===== src/rtl/encoder_16_to_4_arb_pkg.sv =====
// Shared definitions for the 16-to-4 arbitrating encoder.
package encoder_16_to_4_arb_pkg;

    localparam int NUM_REQ = 16;
    localparam int IDX_W   = 4;

    typedef enum logic {
        IDLE = 1'b0,
        HOLD = 1'b1
    } state_t;

    // One-hot mask for a granted index, used to form the acknowledge.
    function automatic logic [NUM_REQ-1:0] idx_to_onehot(input logic [IDX_W-1:0] idx);
        return {{(NUM_REQ-1){1'b0}}, 1'b1} << idx;
    endfunction

endpackage


===== src/rtl/encoder_16_to_4_arb_if.sv =====
// Request / grant / acknowledge bundle between the encoder and its consumer.
// The encoder side uses the master modport, the requester/consumer side the slave.
interface encoder_16_to_4_arb_if;
    import encoder_16_to_4_arb_pkg::*;

    logic [NUM_REQ-1:0] encoderInput;
    logic [IDX_W-1:0]   encoderOutput;
    logic               outValid;
    logic               outReady;
    logic [NUM_REQ-1:0] reqAck;

    modport master (
        input  encoderInput,
        input  outReady,
        output encoderOutput,
        output outValid,
        output reqAck
    );

    modport slave (
        output encoderInput,
        output outReady,
        input  encoderOutput,
        input  outValid,
        input  reqAck
    );

endinterface


===== src/rtl/encoder_16_to_4_arb_priority_pick_16.sv =====
// Combinational pick of one active request: the first set bit at or above
// start_ptr, searching upward and wrapping from 15 to 0.
module priority_pick_16
    import encoder_16_to_4_arb_pkg::*;
(
    input  logic [NUM_REQ-1:0] vec,
    input  logic [IDX_W-1:0]   start_ptr,
    output logic [IDX_W-1:0]   idx,
    output logic               any
);

    // Walk the 16 positions from the start pointer; the first hit wins.
    always_comb begin
        logic [IDX_W-1:0] cand;
        idx  = '0;
        any  = 1'b0;
        cand = '0;
        for (int i = 0; i < NUM_REQ; i++) begin
            cand = start_ptr + i[IDX_W-1:0];
            if (!any && vec[cand]) begin
                idx = cand;
                any = 1'b1;
            end
        end
    end

endmodule


===== src/rtl/encoder_16_to_4_arb.sv =====
// Registered 16-to-4 encoder with arbitration and valid/ready grant handshake.
// Optional feature macro: ENCODER_ROUND_ROBIN_EN
//   defined   -> rotating priority, search starts after the last accepted index
//   undefined -> fixed priority, lowest index wins, no pointer register
//
// state | meaning
// ------+---------------------------------------------------------------
// IDLE  | no grant outstanding; sample requests and register a winner
// HOLD  | grant presented on encoderOutput/outValid, waiting for outReady
module encoder_16_to_4_arb
    import encoder_16_to_4_arb_pkg::*;
(
    input  logic clk,
    input  logic clr,
    encoder_16_to_4_arb_if.master bus
);

    state_t             state;
    logic [IDX_W-1:0]   enc_q;
    logic               valid_q;
    logic [NUM_REQ-1:0] ack_q;
    logic [IDX_W-1:0]   start_ptr;
    logic [IDX_W-1:0]   pick_idx;
    logic               pick_any;

`ifdef ENCODER_ROUND_ROBIN_EN
    logic [IDX_W-1:0]   ptr_q;
    assign start_ptr = ptr_q;
`else
    assign start_ptr = '0;
`endif

    priority_pick_16 u_pick (
        .vec       (bus.encoderInput),
        .start_ptr (start_ptr),
        .idx       (pick_idx),
        .any       (pick_any)
    );

    // Grant FSM: capture a winner in IDLE, hold it until accepted, then
    // pulse the acknowledge and force one IDLE cycle before the next grant.
    always_ff @(posedge clk or negedge clr) begin
        if (!clr) begin
            state   <= IDLE;
            enc_q   <= '0;
            valid_q <= 1'b0;
            ack_q   <= '0;
`ifdef ENCODER_ROUND_ROBIN_EN
            ptr_q   <= '0;
`endif
        end else begin
            case (state)
                IDLE: begin
                    ack_q <= '0;
                    if (pick_any) begin
                        enc_q   <= pick_idx;
                        valid_q <= 1'b1;
                        state   <= HOLD;
                    end
                end
                HOLD: begin
                    if (bus.outReady) begin
                        ack_q   <= idx_to_onehot(enc_q);
                        valid_q <= 1'b0;
                        state   <= IDLE;
`ifdef ENCODER_ROUND_ROBIN_EN
                        ptr_q   <= enc_q + 4'd1;
`endif
                    end
                end
                default: begin
                    state   <= IDLE;
                    valid_q <= 1'b0;
                    ack_q   <= '0;
                end
            endcase
        end
    end

    assign bus.encoderOutput = enc_q;
    assign bus.outValid      = valid_q;
    assign bus.reqAck        = ack_q;

endmodule


===== src/flat_wrapper.sv =====
// flat-port wrapper written by rule: the top's interface ports become plain ports
module encoder_16_to_4_arb_flat import encoder_16_to_4_arb_pkg::*;
  (clk, clr, bus_encoderInput, bus_outReady, bus_encoderOutput, bus_outValid, bus_reqAck);
  encoder_16_to_4_arb_if bus_i ();
  input  logic clk;
  input  logic clr;
  input wire logic [$bits(bus_i.encoderInput)-1:0] bus_encoderInput;
  input wire logic [$bits(bus_i.outReady)-1:0] bus_outReady;
  output wire logic [$bits(bus_i.encoderOutput)-1:0] bus_encoderOutput;
  output wire logic [$bits(bus_i.outValid)-1:0] bus_outValid;
  output wire logic [$bits(bus_i.reqAck)-1:0] bus_reqAck;
  assign bus_i.encoderInput = bus_encoderInput;
  assign bus_i.outReady = bus_outReady;
  assign bus_encoderOutput = bus_i.encoderOutput;
  assign bus_outValid = bus_i.outValid;
  assign bus_reqAck = bus_i.reqAck;
  encoder_16_to_4_arb u_core (.clk(clk), .clr(clr), .bus(bus_i));
endmodule

===== config.mk =====
export PLATFORM = sky130hd
export DESIGN_NAME = encoder_16_to_4_arb_flat
export DESIGN_NICKNAME = d
export VERILOG_FILES = /design/src/rtl/encoder_16_to_4_arb_pkg.sv /design/src/rtl/encoder_16_to_4_arb_if.sv /design/src/rtl/encoder_16_to_4_arb_priority_pick_16.sv /design/src/rtl/encoder_16_to_4_arb.sv /design/src/flat_wrapper.sv
export SDC_FILE = /design/constraint.sdc
export NUM_CORES = 1
export LEC_CHECK = 0
export BUFFER_PORTS_ARGS = -buffer_cell sky130_fd_sc_hd__buf_2
export CAP_MARGIN = 20
export CORE_MARGIN = 2
export CORE_UTILIZATION = 42
export CTS_CLUSTER_DIAMETER = 80
export CTS_CLUSTER_SIZE = 10
export DETAILED_ROUTE_END_ITERATION = 7
export PLACE_DENSITY = 0.69
export SLEW_MARGIN = 20
export SYNTH_ARGS = -nofsm -noshare
export SYNTH_HDL_FRONTEND = slang
export SYNTH_SLANG_ARGS = --single-unit

===== constraint.sdc =====
create_clock -name clk -period 2.61 [get_ports clk]
set_input_delay 0.261 -clock clk [delete_from_list [all_inputs] [get_ports clk]]
set_output_delay 0.261 -clock clk [all_outputs]
set_load 0.02 [all_outputs]

==> results.yml <==
critical_path:
  reg2reg_depth: 3
  slowest_stage: "dfrtp_1"
  r2r_end: "u_core.bus.reqAck[1]"
  worstPathRequired_ns: 2.88
  r2r_slack_ns: 1.13
  start_kind: "register"
  r2r-start: "u_core.state"
  crit_fanout: 13
  worstPathArrival_ns: 1.75
  slowest_delay_ns: 0.61
  cp_cell_sequence: "nand2_1 > nor3_1 > a32o_1"
  path_class: "register to register"
  endpoint_kind: "register"
placement:
  post-place-ws_ns: 1.12
  routabilityCongestion: 0.728
  hpwl_mm: 1.75
  portBuffers: 39
floorplan:
  row_count: 18
  start_util_pct: 43.5
  ios: 40
  dieArea_mm2: 0.00296
  fp.coreArea_mm2: 0.00245
  die_width_um: 54.4
  die_h_um: 54.4
timing:
  tightest_slew_ns: 0.526
  slew_headroom_pct: 64.7
  fin_tns_setup_ns: 0
  min_period_ns: 1.48
  clock_skew_ns: 0.0146
  finalHoldViolCount: 0
  finalWorstSetupSlack_ns: 1.13
  rsz0062_at_grt: "false"
  maxSlewViolCount: 0
  max_freq_ghz: 0.675
  finalCritPeriodShare_pct: 56.7
  setup_viol: 0
hold_path:
  holdPathStages: 3
  hold_end: "u_core.bus.outValid"
  hold_class: "input pin to register"
  hp-start: "bus_outReady"
yosys:
  synth_fp_nets: 129
  ys_seq_elements: 22
  syn_avg_cell_area_um2: 9.71
  synthesis.area_mm2: 0.00107
  seq_area_frac_synth_pct: 51.5
  synth_edf_count: 0
  synth_area_leader_cell: "dfrtp_1"
  synth.cells.most_frequent: "dfrtp_1 (22), nand2_1 (18), nor2_1 (11), a21oi_1 (10), o21ai_0 (9)"
  yosysMostFrequentCell: "dfrtp_1"
  synth_warnings: 0
  synthFlopType: "dfrtp_1"
  synth.distinct_cells: 24
  synthArstFlopShare_pct: 100
  synthCells: 110
  synth_top_cell_area_share_pct: 51.5
  synth.area.top_cells: "dfrtp_1 (52%), nand2_1 (6.3%), a21oi_1 (4.7%), o21ai_0 (4.2%), nor4_4 (4.0%)"
detailed_routing:
  drt-vias-per-instance: 5.14
  via_count: 926
  drtIter0Drc: 10
  routedWlPerCell_um: 12.7
  ant_nets: 0
  drc: 0
  first_pass_iters: 4
  totalWireLength_mm: 2.28
global_route:
  first_global_vias: 839
  gr-usage-all-layers_pct: 17.5
  grt_pass1_wl_mm: 3.70
  overflow: 0
  antenna_found_initial: 0
  grt_max_degree: 23
power:
  pwr-share-clk_pct: 33.0
  pwr_density_cell_mw_per_mm2: 590
  swShare_pct: 28.4
  leakage_nw: 0.675
  p_sw_mw: 0.226
  power_frac_comb_pct: 17.6
  power_frac_seq_pct: 49.4
  peakVddDrop_v: 0.000331
  intPower_mw: 0.569
cts:
  clock_latency_ns: 0.32
  clk_path_buf_depth: 2
  cts_tree: "built"
  numCtsBuffers: 3
  cts_max_level: 1
  clk_pin_slew_ns: 0.13
  cts_root_buf: "clkbuf_4"
  cts_sinks: 22
cells_and_area:
  fin_nets: 170
  final_util_pct: 54.9
  drive_above_1_share_pct: 34.0
  diodes: 0
  area_delta_synth_final_pct: 26.1
run_status:
  outcome: "finished, final reports clean"
job:
  maxCapViolCount: 0
==> logic make-up after synthesis <==
group | after synthesis | synth area share, %
AOI/OAI and AO/OA | 31 | 18.9
buffers and inverters | 11 | 4.33
DFF | 22 | 51.5
and+or+nand+nor | 46 | 25.3
==> how the worst max path moves through the flow <==
stage | start | to | slack (ns) | cells past startpoint
after floorplan | bus_encoderInput[12] | u_core.bus.encoderOutput[0] | 1.40 | 4
after global placement | u_core.state | u_core.bus.reqAck[1] | 1.19 | 3
after detailed placement | u_core.state | u_core.bus.reqAck[1] | 1.12 | 3
after CTS | u_core.state | u_core.bus.reqAck[1] | 1.12 | 3
after global routing | u_core.state | u_core.bus.reqAck[1] | 0.99 | 3
final | u_core.state | u_core.bus.reqAck[1] | 1.13 | 3
==> cell type report <==
type	count	area [µm²]
Fill cell	238	1110
Sequential cell	22	551
Multi-Input combinational cell	77	472
Timing Repair Buffer	41	213
Tap cell	30	37.5
Clock inverter	1	30.0
Clock buffer	3	22.5
Inverter	6	22.5
==> power by group through the flow <==
stage | combinational, mW | sequential, mW | clock, mW
6_report | 0.140 | 0.393 | 0.262
3_3_place_gp | 0.136 | 0.398 | 0
4_1_cts | 0.141 | 0.392 | 0.267
5_1_grt | 0.155 | 0.397 | 0.281
2_1_floorplan | 0.0640 | 0.409 | 0
3_5_place_dp | 0.140 | 0.399 | 0
==> critical path: cells and delay by family, from the launching register on <==
kind	cells	cell delay, ns
AND/OR/NAND/NOR	2	0.59
AO/OA/AOI/OAI	1	0.24
flip-flops	1	0.61
==> sequential cells by signal, indices dropped and copies added, names as in the netlist <==
| signal | count |
|---|---|
| u_core.bus.outValid | 1 |
| u_core.bus.encoderOutput | 4 |
| u_core.bus.reqAck | 16 |
| u_core.state | 1 |
==> per-layer routing <==
metal  vias up  part of all wire (%)  wire length (µm)  global-route usage (%)
met1       429                    47              1060                    22.1
met5         -                     0                 0                       0
met4         0                   1.3                30                    7.50
met3         4                   5.0               115                    3.28
li1        469                     -                 -                       -
met2        24                    47              1070                    28.9
==> layout by cell type, fill, tap and decap left out <==
cell type / n
buf_2: 39
dfrtp_1: 22
nand2_1: 18
nor2_1: 11
a21oi_1: 10
o21ai_0: 9
inv_1: 6
o31ai_1: 5
nor3_1: 4
a32o_1: 4
nand2b_1: 3
clkbuf_4: 3
nor4_4: 2
nor4_2: 2
nand4_2: 1
o21a_1: 1
nand4_1: 1
nor2b_1: 1
nand4b_1: 1
nor2b_4: 1
o32a_1: 1
nand3b_1: 1
o32a_2: 1
bufinv_16: 1
dlygate4sd3_1: 1
buf_4: 1
==> through the flow <==
stage | cells | instance area [µm²] | power (mW) | hold WS, ns
floorplan | 110 | 1070 | 0.473 | -0.0346
global placement | 175 | 1280 | 0.534 | 0.241
detailed placement | 175 | 1280 | 0.539 | 0.248
CTS | 180 | 1350 | 0.800 | 0.269
global route | 180 | 1350 | 0.833 | 0.287
finish | 180 | 1350 | 0.794 | 0.282
==> repair_timing <==
action / in CTS / in global routing
gates resized for setup: 0 / 0
endpoints found under the hold margin: 22 / 0
buffers inserted: 0 / 0
hold buffers: 1 / 0
(Power assumes the default switching activity.)
